## src/rtl/ws_keyscan.sv

```systemverilog
// HP67 keyboard matrix scanner: walks 11 open-drain columns, debounces a single key and
// hands a 6-bit {col,row} keycode to the CPU on a valid/ack pair; a press that finds valid still high is dropped with overrun_o.
module ws_keyscan #(
   parameter int SETTLE_CYCLES  = 64,
   parameter int DEBOUNCE_SCANS = 4
) (
   input  logic        clk_in,
   input  logic        reset_in,
   output logic [10:0] col_drive_o,
   input  logic [3:0]  rowsl_in,
   input  logic [3:0]  rowsr_in,
   output logic [5:0]  key_code_o,
   output logic        key_valid_o,
   input  logic        key_ack_in,
   output logic        key_down_o,
   output logic        overrun_o
);
   localparam int            SW          = (SETTLE_CYCLES > 1) ? $clog2(SETTLE_CYCLES) : 1;
   localparam logic [SW-1:0] SETTLE_LAST = SW'(SETTLE_CYCLES - 1);
   localparam logic [3:0]    DEB_MAX     = 4'(DEBOUNCE_SCANS);
   localparam logic [3:0]    LAST_COL    = 4'd10;

   typedef enum logic [1:0] {
      ST_DRIVE  = 2'd0,
      ST_SAMPLE = 2'd1,
      ST_EVAL   = 2'd2
   } state_t;

   state_t        state_q, state_d;
   logic [SW-1:0] settle_q, settle_d;
   logic [3:0]    col_q, col_d;
   logic [10:0]   col_drive_q, col_drive_d;
   logic [3:0]    rowsl_m_q, rowsl_m_d, rowsl_s_q, rowsl_s_d;
   logic [3:0]    rowsr_m_q, rowsr_m_d, rowsr_s_q, rowsr_s_d;
   logic [1:0]    hit_cnt_q, hit_cnt_d;
   logic [5:0]    hit_code_q, hit_code_d;
   logic [5:0]    cand_q, cand_d;
   logic          cand_vld_q, cand_vld_d;
   logic [3:0]    press_q, press_d;
   logic [3:0]    rel_q, rel_d;
   logic [5:0]    key_code_q, key_code_d;
   logic          key_valid_q, key_valid_d;
   logic          key_down_q, key_down_d;
   logic          overrun_q, overrun_d;

   logic [3:0]    rows_sel;
   logic [2:0]    low_cnt;
   logic [1:0]    low_row;
   logic [2:0]    hit_sum;
   logic          deliver;

   always_comb begin
      state_d     = state_q;
      settle_d    = settle_q;
      col_d       = col_q;
      rowsl_m_d   = rowsl_in;
      rowsl_s_d   = rowsl_m_q;
      rowsr_m_d   = rowsr_in;
      rowsr_s_d   = rowsr_m_q;
      hit_cnt_d   = hit_cnt_q;
      hit_code_d  = hit_code_q;
      cand_d      = cand_q;
      cand_vld_d  = cand_vld_q;
      press_d     = press_q;
      rel_d       = rel_q;
      key_code_d  = key_code_q;
      key_valid_d = key_valid_q;
      key_down_d  = key_down_q;
      overrun_d   = 1'b0;
      deliver     = 1'b0;

      rows_sel = (col_q < 4'd6) ? rowsl_s_q : rowsr_s_q;
      low_cnt  = 3'd0;
      low_row  = 2'd0;
      for (int i = 3; i >= 0; i--) begin
         if (!rows_sel[i]) begin
            low_cnt = low_cnt + 3'd1;
            low_row = 2'(i);
         end
      end
      hit_sum = {1'b0, hit_cnt_q} + low_cnt;

      case (state_q)
         ST_DRIVE: begin
            if (settle_q == SETTLE_LAST) begin
               settle_d = '0;
               state_d  = ST_SAMPLE;
            end else begin
               settle_d = settle_q + 1'b1;
            end
         end
         ST_SAMPLE: begin
            hit_cnt_d = (hit_sum >= 3'd2) ? 2'd2 : hit_sum[1:0];
            if (hit_cnt_q == 2'd0 && low_cnt == 3'd1) begin
               hit_code_d = {col_q, low_row};
            end
            if (col_q == LAST_COL) begin
               col_d   = 4'd0;
               state_d = ST_EVAL;
            end else begin
               col_d   = col_q + 4'd1;
               state_d = ST_DRIVE;
            end
         end
         ST_EVAL: begin
            state_d   = ST_DRIVE;
            col_d     = 4'd0;
            hit_cnt_d = 2'd0;
            if (hit_cnt_q == 2'd1) begin
               rel_d = 4'd0;
               if (cand_vld_q && hit_code_q == cand_q) begin
                  press_d = (press_q == DEB_MAX) ? press_q : press_q + 4'd1;
               end else begin
                  cand_d     = hit_code_q;
                  cand_vld_d = 1'b1;
                  press_d    = 4'd1;
               end
               // Holding, or swapping keys while down, never re-delivers.
               if (press_d == DEB_MAX && !key_down_q) begin
                  deliver    = 1'b1;
                  key_down_d = 1'b1;
               end
            end else if (hit_cnt_q == 2'd0) begin
               press_d = 4'd0;
               rel_d   = (rel_q == DEB_MAX) ? rel_q : rel_q + 4'd1;
               if (rel_d == DEB_MAX) begin
                  key_down_d = 1'b0;
                  cand_vld_d = 1'b0;
                  cand_d     = 6'd0;
               end
            end
         end
         default: state_d = ST_DRIVE;
      endcase

      if (deliver) begin
         if (!key_valid_q || key_ack_in) begin
            key_code_d  = hit_code_q;
            key_valid_d = 1'b1;
         end else begin
            overrun_d = 1'b1;
         end
      end else if (key_valid_q && key_ack_in) begin
         key_valid_d = 1'b0;
      end

      col_drive_d = (state_d == ST_EVAL) ? 11'd0 : (11'd1 << col_d);
   end

   always_ff @(posedge clk_in) begin
      if (reset_in) begin
         state_q     <= ST_DRIVE;
         settle_q    <= '0;
         col_q       <= 4'd0;
         col_drive_q <= 11'd0;
         rowsl_m_q   <= 4'hF;
         rowsl_s_q   <= 4'hF;
         rowsr_m_q   <= 4'hF;
         rowsr_s_q   <= 4'hF;
         hit_cnt_q   <= 2'd0;
         hit_code_q  <= 6'd0;
         cand_q      <= 6'd0;
         cand_vld_q  <= 1'b0;
         press_q     <= 4'd0;
         rel_q       <= 4'd0;
         key_code_q  <= 6'd0;
         key_valid_q <= 1'b0;
         key_down_q  <= 1'b0;
         overrun_q   <= 1'b0;
      end else begin
         state_q     <= state_d;
         settle_q    <= settle_d;
         col_q       <= col_d;
         col_drive_q <= col_drive_d;
         rowsl_m_q   <= rowsl_m_d;
         rowsl_s_q   <= rowsl_s_d;
         rowsr_m_q   <= rowsr_m_d;
         rowsr_s_q   <= rowsr_s_d;
         hit_cnt_q   <= hit_cnt_d;
         hit_code_q  <= hit_code_d;
         cand_q      <= cand_d;
         cand_vld_q  <= cand_vld_d;
         press_q     <= press_d;
         rel_q       <= rel_d;
         key_code_q  <= key_code_d;
         key_valid_q <= key_valid_d;
         key_down_q  <= key_down_d;
         overrun_q   <= overrun_d;
      end
   end

   assign col_drive_o = col_drive_q;
   assign key_code_o  = key_code_q;
   assign key_valid_o = key_valid_q;
   assign key_down_o  = key_down_q;
   assign overrun_o   = overrun_q;

endmodule
```

## config.mk

```make
export PLATFORM = sky130hd
export DESIGN_NAME = ws_keyscan
export DESIGN_NICKNAME = d
export VERILOG_FILES = /design/src/rtl/ws_keyscan.sv
export SDC_FILE = /design/constraint.sdc
export NUM_CORES = 1
export LEC_CHECK = 0
export CORE_ASPECT_RATIO = 1.1
export CORE_MARGIN = 4
export CORE_UTILIZATION = 30
export CTS_BUF_LIST = sky130_fd_sc_hd__clkbuf_4
export DETAILED_ROUTE_END_ITERATION = 16
export PLACE_DENSITY = 0.45
export SYNTH_ARGS = -nofsm -noshare
export SYNTH_HDL_FRONTEND = slang
export SYNTH_SLANG_ARGS = --single-unit
```

## constraint.sdc

```tcl
create_clock -name clk_in -period 8.6 [get_ports clk_in]
set_input_delay 1.72 -clock clk_in [delete_from_list [all_inputs] [get_ports clk_in]]
set_output_delay 1.72 -clock clk_in [all_outputs]
set_load 0.1 [all_outputs]
```

==> out/results.tsv, run 1 <==
stage	metric	value	unit
cells_and_area	syn_to_final_growth	16.81	%
synthesis	ys.flop_type	dfxtp_1	
worst_setup_path	r2r_slack	4.90	ns
worst_setup_path	crit_path_max_fanout	10	
sta	hold_ws	0.4162	ns
hold_path	min_path_type	reg -> reg	
floorplan	num_rows	39	
synthesis	ys_seq_area_share	43.59	%
worst_setup_path	rr_endpoint	hit_cnt_q[1]$_SDFFE_PP0N_	
synthesis	synth_commonest_cells	dfxtp_1, nor2_1, nand2_1	
place	dp_hpwl	4939	um
sta	period_needed	3.698	ns
sta	relSlewSlack	23.70	%
power_and_ir_drop	ir_drop	71.24	uV
synthesis	yosysMostFrequentCell	dfxtp_1	
synthesis	synth.area.top_cells	dfxtp_1, ha_1, mux2i_1	
outcome	status	finished clean	
routing	met2_length	3102	um
routing	dr.pass1.iters	4	
grt	grt_overflow	0	
synthesis	syn_area	0.003261	mm^2
synthesis	yosysTopAreaCell	dfxtp_1	
floorplan	io_pins	31	
worst_setup_path	crit_type	reg -> reg	
place	numPortBuffers	30	
routing	viasPerCell	4.735	
place	pre_cts_ws	4.895	ns
routing	totalWireLength	6743	um
grt	grt_max_degree	35	
routing	wl_per_cell	12.33	um
routing	drt_iter0_markers	131	
routing	top_layer	met4	
sta	period_share	43.00	%
routing	vias	2590	
place	gp_congestion	0.7911	
routing	route.met3.wl	215	um
floorplan	core_area	0.01049	mm^2
routing	wirelength_met1	3325	um
synthesis	yosys.area.top_type_share	43.59	%
sta	setup_violations	0	
grt	grt_usage	11.48	%
synthesis	synth-async-reset-ratio	0	%
floorplan	die_area	0.01260	mm^2
sta	finalHoldViolations	0	
cells_and_area	finalNetCount	427	
floorplan	fp.dieW	107.4	um
clock_tree	cts_inserted_buffers	9	
synthesis	syn_inst	366	
floorplan	fp.dieH	117.3	um
clock_tree	insertion_delay	0.40	ns
synthesis	ys.warnings.count	0	
worst_setup_path	r2r-start	col_q[1]$_SDFF_PP0_	
grt	grt_pass1_vias	2522	
cells_and_area	fillers	1109	
routing	ant_nets	0	
power_and_ir_drop	powerDensity	141.9	mW/mm^2
cells_and_area	antenna_cells	0	
sta	finalSetupTns	0	ns
clock_tree	clkSlewWorstSetupHoldPaths	0.11	ns
sta	worst-slew-pin-transition	1.134	ns
worst_setup_path	cp_data_arrival_time	3.99	ns
synthesis	synth-edff-count	0	
synthesis	synth_seq_cells	71	
sta	rsz0062_at_grt	false	
hold_path	holdCritStartpoint	rowsr_m_q[1]$_SDFF_PP1_	
sta	max_freq	270.4	MHz
grt	grt_first_pass_wirelength	11790	um
synthesis	syn-num-nets	393	
clock_tree	postCtsSetupBuffers	0	
flow_run	max_cap_violations	0	
hold_path	hold_end	rowsr_s_q[1]$_SDFF_PP1_	
grt	antenna_found_initial	0	
floorplan	initial_core_util	31.08	%
power_and_ir_drop	p_leak	1.445	nW
worst_setup_path	worstPathRequired	8.90	ns
worst_setup_path	worstSetupStartpointType	flip-flop	
sta	fin_ws	4.902	ns
clock_tree	clock-root-buffer	clkbuf_4	
clock_tree	htree_levels	3	
clock_tree	cts_resized	0	
clock_tree	cts_tree	yes	
clock_tree	cts_buffer_depth	2	
cells_and_area	layout-drive-gt1-share	9.406	%
routing	drc_errors	0	
synthesis	avgSynthCellArea	8.909	um^2
sta	final-max-slew-violation-count	0	
clock_tree	clock-sinks	71	
synthesis	ys_types	45	
clock_tree	postCtsHoldBufs	0	
sta	clock_skew	0.01145	ns
hold_path	whs_path_depth	1	
worst_setup_path	end_kind	flip-flop	
worst_setup_path	reg2regPathDepth	16	
[worst max-delay path, stage by stage, from the launching register on]
cell	delay, ns
dfxtp_1	0.41
a21oi_1	0.16
buf_4	0.22
mux2i_1	0.31
inv_1	0.07
ha_1	0.22
nor2b_1	0.14
or2_2	0.27
mux2i_1	0.14
ha_1	0.14
inv_1	0.04
a221oi_1	0.47
inv_1	0.12
fa_1	0.42
xor2_1	0.17
nand2_1	0.09
a32o_1	0.20
[per-stage QoR]
step                util (%)  total power [mW]  instances  cell area [um^2]
floorplan                  -            0.3664        366              3261
global placement       35.34            0.3766        532              3707
detailed placement     35.34            0.3767        532              3707
CTS                    36.30            0.5542        547              3809
global route           36.30            0.5720        547              3809
finish                 36.30            0.5404        547              3809
[flip-flops by register name, summed over array words and instances, names as in the netlist, 6 cells and up]
name and cells:
col_drive_o 11, settle_q 6, cand_q 6, key_code_o 6
hit_code_q 6
[cell families after synthesis]
kind of cell | share of synthesized area [%]
buffers and inverters | 3.377
AND/OR/NAND/NOR | 24.52
multiplexers | 5.257
AO/OA/AOI/OAI | 13.12
adder cells (fa/ha/maj) | 6.370
flip-flops | 43.59
XOR/XNOR | 3.761
[worst max-delay path by stage]
stage	slack, ns	from	cells after the start	endpoint
detailed placement	4.89	col_q[1]$_SDFF_PP0_	16	hit_cnt_q[1]$_SDFFE_PP0N_
CTS	4.87	col_q[1]$_SDFF_PP0_	16	hit_cnt_q[1]$_SDFFE_PP0N_
finish	4.90	col_q[1]$_SDFF_PP0_	16	hit_cnt_q[1]$_SDFFE_PP0N_
floorplan	5.19	col_q[2]$_SDFF_PP0_	15	hit_cnt_q[1]$_SDFFE_PP0N_
global placement	5.00	col_q[1]$_SDFF_PP0_	15	hit_cnt_q[1]$_SDFFE_PP0N_
global route	4.49	col_q[2]$_SDFF_PP0_	16	hit_cnt_q[1]$_SDFFE_PP0N_
[per-layer routing]
layer	global-route usage, %	vias to the layer above
li1	-	1343
met1	14.88	1205
met2	18.43	33
met3	3.187	9
met4	3.631	0
met5	0	-
[cell usage in the layout (no fill, tap or decap), drive strengths merged, types with 4 or more instances in the layout]
| master | n |
|---|---|
| o31ai | 4 |
| a2bb2oi | 7 |
| a21oi | 22 |
| nor2b | 9 |
| and3 | 4 |
| clkdlybuf4s50 | 29 |
| nand2 | 25 |
| xnor2 | 11 |
| o21ai | 12 |
| clkbuf | 10 |
| nor3 | 7 |
| a31oi | 4 |
| nand2b | 11 |
| nand3 | 19 |
| clkinv | 4 |
| nor2 | 41 |
| nand4 | 7 |
| ha | 15 |
| mux2i | 16 |
| inv | 18 |
| dfxtp | 71 |
| or2 | 18 |
[cell type report]
class	count	area [um^2]	area share, %
clock inverter	5	26.28	0.6899
inverter	18	67.56	1.774
sequential	71	1421	37.32
clock buffer	10	75.07	1.971
tap	143	178.9	4.698
timing repair buffer	32	310.3	8.147
multi-input combinational	268	1729	45.40
[report_power, final]
group	internal, mW	switching (mW)	total (mW)
registers	0.334	0.00383	0.338
clock network	0.0588	0.113	0.172
logic	0.0146	0.0159	0.0305
(Power assumes the default switching activity.)
==> inputs of run 2 (changes only) <==
Clock period 8.6 ns to 3.8 ns, I/O delays scaled along.
==> run 2 against run 1 <==
  * Critical path depth decreased by 2
  * Sequential power increased by 130%
  * Sequential share of layout area decreased by 0.42 points
  * Register-to-register slack got worse by 4.6 ns
  * Global-route usage increased by 0.39 points
  * Clock power increased by 120%
  * Clock skew increased by 0.0016 ns
  * Non-clock buffer count increased by 6
  * Fmax increased by 4.6%
  * Clock-buffer cell count unchanged
  * Power increased by 130%
  * Final area increased by 1.1%
  * Critical path type unchanged
==> out/results.tsv, run 2 (synthesized netlist as in run 1, its figures left out) <==
stage	metric	value	unit
hold_path	min_path_type	reg -> reg	
routing	viasPerCell	4.614	
sta	setup_violations	0	
worst_setup_path	cp_slowest_cell	mux2_2	
cells_and_area	finalNetCount	433	
sta	finalHoldViolations	0	
worst_setup_path	slowest_delay	0.41	ns
clock_tree	clkSlewWorstSetupHoldPaths	0.11	ns
clock_tree	cts_tree	yes	
sta	period_share	93.07	%
worst_setup_path	crit_path_max_fanout	6	
clock_tree	clock-sinks	71	
clock_tree	cts_inserted_buffers	9	
worst_setup_path	rr_endpoint	hit_cnt_q[1]$_SDFFE_PP0N_	
floorplan	initial_core_util	31.08	%
clock_tree	cts_buffer_depth	2	
worst_setup_path	crit_chain	a21oi_1 -> mux2_2 -> ha_1 -> nor2b_1 -> or2_2 -> mux2i_1 -> ha_1 -> inv_1 -> a221oi_2 -> inv_1 -> fa_1 -> xor2_1 -> nand2_1 -> a32o_1	
place	dp_hpwl	5096	um
place	pre_cts_ws	0.1237	ns
hold_path	hold_end	rowsl_s_q[1]$_SDFF_PP1_	
place	dpl-instance-area	0.003752	mm^2
power_and_ir_drop	ir_drop	116.1	uV
grt	grt_first_pass_wirelength	11990	um
grt	grt_overflow	0	
routing	dr.pass1.iters	4	
clock_tree	postCtsSetupBuffers	0	
routing	vias	2547	
sta	clock_skew	0.01305	ns
cells_and_area	syn_to_final_growth	18.15	%
sta	finalSetupTns	0	ns
worst_setup_path	reg2regPathDepth	14	
cells_and_area	layout-drive-gt1-share	10.27	%
grt	antenna_found_initial	0	
place	gp_congestion	0.8019	
sta	period_needed	3.537	ns
routing	wl_per_cell	12.64	um
worst_setup_path	r2r_slack	0.26	ns
floorplan	fp.dieH	117.3	um
routing	drc_errors	0	
worst_setup_path	crit_family	compound AO/OA/AOI/OAI gates	
routing	totalWireLength	6975	um
sta	max_freq	282.8	MHz
worst_setup_path	path_buf_inv	2	
routing	ant_nets	0	
worst_setup_path	worstPathRequired	4.13	ns
grt	grt_pass1_vias	2489	
worst_setup_path	end_kind	flip-flop	
power_and_ir_drop	p_leak	1.469	nW
power_and_ir_drop	p_clk_share	31.3	%
clock_tree	htree_levels	3	
hold_path	holdCritStartpoint	rowsl_m_q[1]$_SDFF_PP1_	
sta	hold_ws	0.4187	ns
floorplan	io_pins	31	
outcome	status	finished clean	
place	numPortBuffers	30	
power_and_ir_drop	seqPwrFrac	62.8	%
cells_and_area	final_common_cell	dfxtp_1	
floorplan	die_area	0.01260	mm^2
sta	fin_ws	0.2634	ns
power_and_ir_drop	powerDensity	316.3	mW/mm^2
power_and_ir_drop	p_comb_share	5.9	%
floorplan	fp.dieW	107.4	um
routing	drt_iter0_markers	88	
clock_tree	insertion_delay	0.42	ns
worst_setup_path	worstSetupStartpointType	flip-flop	
cells_and_area	antenna_cells	0	
cells_and_area	largest_register_ffs	11	
sta	relSlewSlack	35.02	%
sta	final-max-slew-violation-count	0	
power_and_ir_drop	switching_share	24.74	%
floorplan	num_rows	39	
hold_path	whs_path_depth	1	
grt	grt_usage	11.86	%
worst_setup_path	r2r-start	col_q[3]$_SDFF_PP0_	
flow_run	max_cap_violations	0	
cells_and_area	stdcell_area	0.003852	mm^2
floorplan	core_area	0.01049	mm^2
worst_setup_path	cp_data_arrival_time	3.87	ns
clock_tree	clock-root-buffer	clkbuf_4	
power_and_ir_drop	switchingPower	301.5	uW
grt	grt_max_degree	27	
cells_and_area	layout_common_cells	dfxtp_1, nor2_1, clkdlybuf4s50_1, nand2_1, a21oi_1	
sta	worst-slew-pin-transition	0.9717	ns
power_and_ir_drop	p_int	917.1	uW
worst_setup_path	crit_type	reg -> reg	
-- run 2: changes by cell type in the layout (fill, tap and decap cells not counted) --
cell	previous run	this run
buf_4	2	8
clkinv_1	1	4
clkinv_2	3	0
a221oi_1	1	0
a221oi_2	0	1
clkinvlp_4	1	0
mux2i_1	16	15
mux2i_2	0	1
-- run 2: power by group through the flow --
stage                     registers (mW)  clock network [mW]  logic, mW
final                              0.765               0.381     0.0719
after global routing               0.768               0.435     0.0813
after CTS                          0.765               0.404     0.0721
after detailed placement           0.782                   0     0.0718
after global placement             0.782                   0     0.0710
after floorplan                    0.784                   0     0.0449
-- run 2: worst max-delay path by stage --
stage / startpoint / endpoint / cells after the start
after floorplan: col_q[2]$_SDFF_PP0_ / hit_cnt_q[1]$_SDFFE_PP0N_ / 15
after global placement: col_q[3]$_SDFF_PP0_ / hit_cnt_q[1]$_SDFFE_PP0N_ / 15
after detailed placement: col_q[3]$_SDFF_PP0_ / hit_cnt_q[1]$_SDFFE_PP0N_ / 15
after CTS: col_q[3]$_SDFF_PP0_ / hit_cnt_q[1]$_SDFFE_PP0N_ / 15
after global routing: col_q[3]$_SDFF_PP0_ / hit_cnt_q[1]$_SDFFE_PP0N_ / 15
final: col_q[3]$_SDFF_PP0_ / hit_cnt_q[1]$_SDFFE_PP0N_ / 14
-- run 2: metal layers --
metal / GRT usage (%) / vias up / share of wire [%]
met3: 2.363 / 12 / 2.9
met4: 6.393 / 0 / 2.2
met2: 18.58 / 33 / 45
met5: 0 / - / 0
met1: 15.23 / 1153 / 50
li1: - / 1349 / -
-- run 2: per-stage QoR --
step,total power [mW],cells,utilization [%]
final,1.219,552,36.72
after global routing,1.284,552,36.72
after CTS,1.242,552,36.62
after detailed placement,0.8542,538,35.77
after global placement,0.8535,538,35.77
after floorplan,0.8291,366,-
-- run 2: final cells by class --
| cell class | instances | area (um^2) |
|---|---|---|
| fillers | 1092 | 6639 |
| multi-input cells | 268 | 1739 |
| flip-flops and latches | 71 | 1421 |
| repair buffers | 38 | 355.3 |
| well taps | 143 | 178.9 |
| clock buffers | 10 | 75.07 |
| inverters | 18 | 67.56 |
| clock inverters | 4 | 15.01 |
-- run 2: worst register-to-register path: stages, from the launching register on --
cell      delay, ns
dfxtp_1        0.37
a21oi_1        0.34
mux2_2         0.42
ha_1           0.22
nor2b_1        0.15
or2_2          0.27
mux2i_1        0.15
ha_1           0.15
inv_1          0.04
a221oi_2       0.36
inv_1          0.11
fa_1           0.41
xor2_1         0.16
nand2_1        0.09
a32o_1         0.20
-- run 2: what timing repair did --
item / 4_1_cts / 5_1_grt
hold buffers: 0 / 0
gates resized for setup: 0 / 2
endpoints found under the setup margin: 0 / 2
hold endpoints to repair: 0 / 0
==> inputs of run 3 (changes only) <==
Settings changed: CORE_UTILIZATION 30 to 45, PLACE_DENSITY 0.45 to 0.63.
==> run 3 against run 2 <==
  * Clock-buffer cell count shrank 1
  * Final area fell by 2.3%
  * Critical path type unchanged
  * First-iteration DRC count rose by 32%
  * Critical path depth rose by 1
  * Register-to-register slack better by 0.03 ns
  * Power rose by 0.92%
  * Largest cell class unchanged
  * Global-route usage increased by 4.0 points
  * Via count grew 0.71%
  * Sequential power is essentially flat
  * Non-clock buffer count shrank 3
==> out/results.tsv, run 3 (synthesized netlist as in run 1, its figures left out) <==
stage	metric	value	unit
sta	period_needed	3.503	ns
clock_tree	cts_tree	yes	
sta	final-max-slew-violation-count	0	
place	dp_hpwl	4643	um
worst_setup_path	crit_path_max_fanout	8	
cells_and_area	finalNetCount	430	
power_and_ir_drop	powerDensity	326.7	mW/mm^2
worst_setup_path	reg2regPathDepth	15	
worst_setup_path	r2r_slack	0.30	ns
grt	grt_max_degree	45	
clock_tree	insertion_delay	0.42	ns
sta	finalHoldViolations	0	
hold_path	holdCritStartpoint	rowsr_m_q[3]$_SDFF_PP1_	
worst_setup_path	crit_type	reg -> reg	
hold_path	whs_path_depth	1	
worst_setup_path	crit_family	compound AO/OA/AOI/OAI gates	
cells_and_area	syn_to_final_growth	15.46	%
flow_run	max_cap_violations	0	
cells_and_area	antenna_cells	0	
power_and_ir_drop	ir_drop	241.4	uV
floorplan	die_area	0.008673	mm^2
sta	rsz0062_at_grt	false	
worst_setup_path	crit_chain	a21oi_1 -> mux2i_1 -> inv_1 -> ha_1 -> nor2b_1 -> or2_2 -> mux2i_1 -> ha_1 -> inv_1 -> a221oi_1 -> inv_1 -> fa_1 -> xor2_1 -> nand2_1 -> a32o_1	
cells_and_area	layout-drive-gt1-share	10.05	%
hold_path	hold_end	rowsr_s_q[3]$_SDFF_PP1_	
cells_and_area	fillers	665	
power_and_ir_drop	p_leak	1.455	nW
routing	ant_nets	0	
grt	antenna_found_initial	0	
clock_tree	cts_buffer_depth	2	
clock_tree	clock-sinks	71	
clock_tree	clock-root-buffer	clkbuf_4	
worst_setup_path	worstSetupStartpointType	flip-flop	
floorplan	fp.dieW	89.16	um
worst_setup_path	crit_path_frequent_cell	inv_1	
outcome	status	finished clean	
floorplan	initial_core_util	46.27	%
sta	finalSetupTns	0	ns
sta	max_freq	285.5	MHz
sta	clock_skew	0.02107	ns
place	gp_congestion	0.7705	
routing	wl_per_cell	12.80	um
worst_setup_path	r2r-start	col_q[2]$_SDFF_PP0_	
clock_tree	postCtsHoldBufs	0	
routing	totalWireLength	6311	um
routing	viasPerCell	5.203	
sta	worst-slew-pin-transition	0.9603	ns
worst_setup_path	cp_data_arrival_time	3.82	ns
worst_setup_path	end_kind	flip-flop	
clock_tree	htree_levels	3	
floorplan	io_pins	31	
sta	period_share	92.17	%
cells_and_area	final_core_util	53.43	%
cells_and_area	largest_register_ffs	11	
routing	dr.pass1.iters	4	
worst_setup_path	worstPathRequired	4.12	ns
cells_and_area	layout_common_cells	dfxtp_1, nor2_1, clkdlybuf4s50_1, nand2_1, a21oi_1	
worst_setup_path	slowest_delay	0.41	ns
floorplan	core_area	0.007047	mm^2
floorplan	fp.dieH	97.28	um
grt	grt_first_pass_wirelength	10920	um
sta	setup_violations	0	
worst_setup_path	path_buf_inv	3	
sta	relSlewSlack	35.39	%
grt	grt_overflow	0	
grt	grt_usage	15.82	%
floorplan	num_rows	32	
cells_and_area	final_common_cell	dfxtp_1	
routing	drt_iter0_markers	116	
clock_tree	clkSlewWorstSetupHoldPaths	0.12	ns
worst_setup_path	rr_endpoint	hit_cnt_q[1]$_SDFFE_PP0N_	
worst_setup_path	cp_slowest_cell	fa_1	
routing	vias	2565	
clock_tree	cts_inserted_buffers	9	
routing	drc_errors	0	
hold_path	min_path_type	reg -> reg	
place	numPortBuffers	30	
grt	grt_pass1_vias	2460	
run 3: cell count changes in the layout (fill, tap and decap cells not counted), sizes merged:
| cell | before | now |
|---|---|---|
| clkinvlp | 0 | 3 |
| buf | 9 | 6 |
| clkbuf | 10 | 9 |
run 3: cell type report:
type                       count  area (um^2)  share of cell area [%]
sequential                    71         1421                   37.75
clock inverter                 7        40.04                   1.063
tap                           85        106.4                   2.825
inverter                      18        67.56                   1.795
clock buffer                   9        67.56                   1.795
timing repair buffer          35        332.8                   8.840
multi-input combinational    268         1729                   45.93
run 3: repair_timing:
item / 4_1_cts / 5_1_grt
gates resized for setup: 0 / 0
setup buffers: 0 / 1
setup endpoints to repair: 0 / 4
run 3: power by group:
group | switching [mW] | total (mW) | internal, mW
clock | 0.268 | 0.395 | 0.127
combinational | 0.0357 | 0.0699 | 0.0342
sequential | 0.00890 | 0.765 | 0.756
total | 0.312 | 1.23 | 0.918
run 3: layer usage:
metal / GRT usage [%] / vias up / part of all wire, %
li1: - / 1343 / -
met4: 5.155 / 0 / 1.6
met5: 0 / - / 0
met1: 18.81 / 1185 / 45
met2: 26.77 / 27 / 50
met3: 4.580 / 10 / 3.1
run 3: worst max path at each step:
stage / slack, ns / endpoint / start / cells after the start
3_5_place_dp: 0.30 / hit_code_q[2]$_SDFFE_PP0P_ / col_q[1]$_SDFF_PP0_ / 14
3_3_place_gp: 0.42 / hit_cnt_q[1]$_SDFFE_PP0N_ / col_q[1]$_SDFF_PP0_ / 15
4_1_cts: 0.28 / hit_code_q[2]$_SDFFE_PP0P_ / col_q[2]$_SDFF_PP0_ / 14
5_1_grt: 0.08 / hit_cnt_q[1]$_SDFFE_PP0N_ / col_q[2]$_SDFF_PP0_ / 15
6_report: 0.30 / hit_cnt_q[1]$_SDFFE_PP0N_ / col_q[2]$_SDFF_PP0_ / 15
2_1_floorplan: 0.39 / hit_cnt_q[1]$_SDFFE_PP0N_ / col_q[2]$_SDFF_PP0_ / 15
run 3: metrics by stage:
stage | hold slack (ns) | cells | setup slack [ns] | total power [mW] | instance area (um^2)
final | 0.4171 | 493 | 0.2975 | 1.230 | 3765
after global routing | 0.4368 | 493 | 0.07843 | 1.280 | 3765
after CTS | 0.4185 | 492 | 0.2762 | 1.243 | 3757
after detailed placement | 0.3932 | 476 | 0.2992 | 0.8528 | 3650
after global placement | 0.3906 | 476 | 0.4234 | 0.8514 | 3650
after floorplan | 0.3895 | 366 | 0.3939 | 0.8291 | 3261
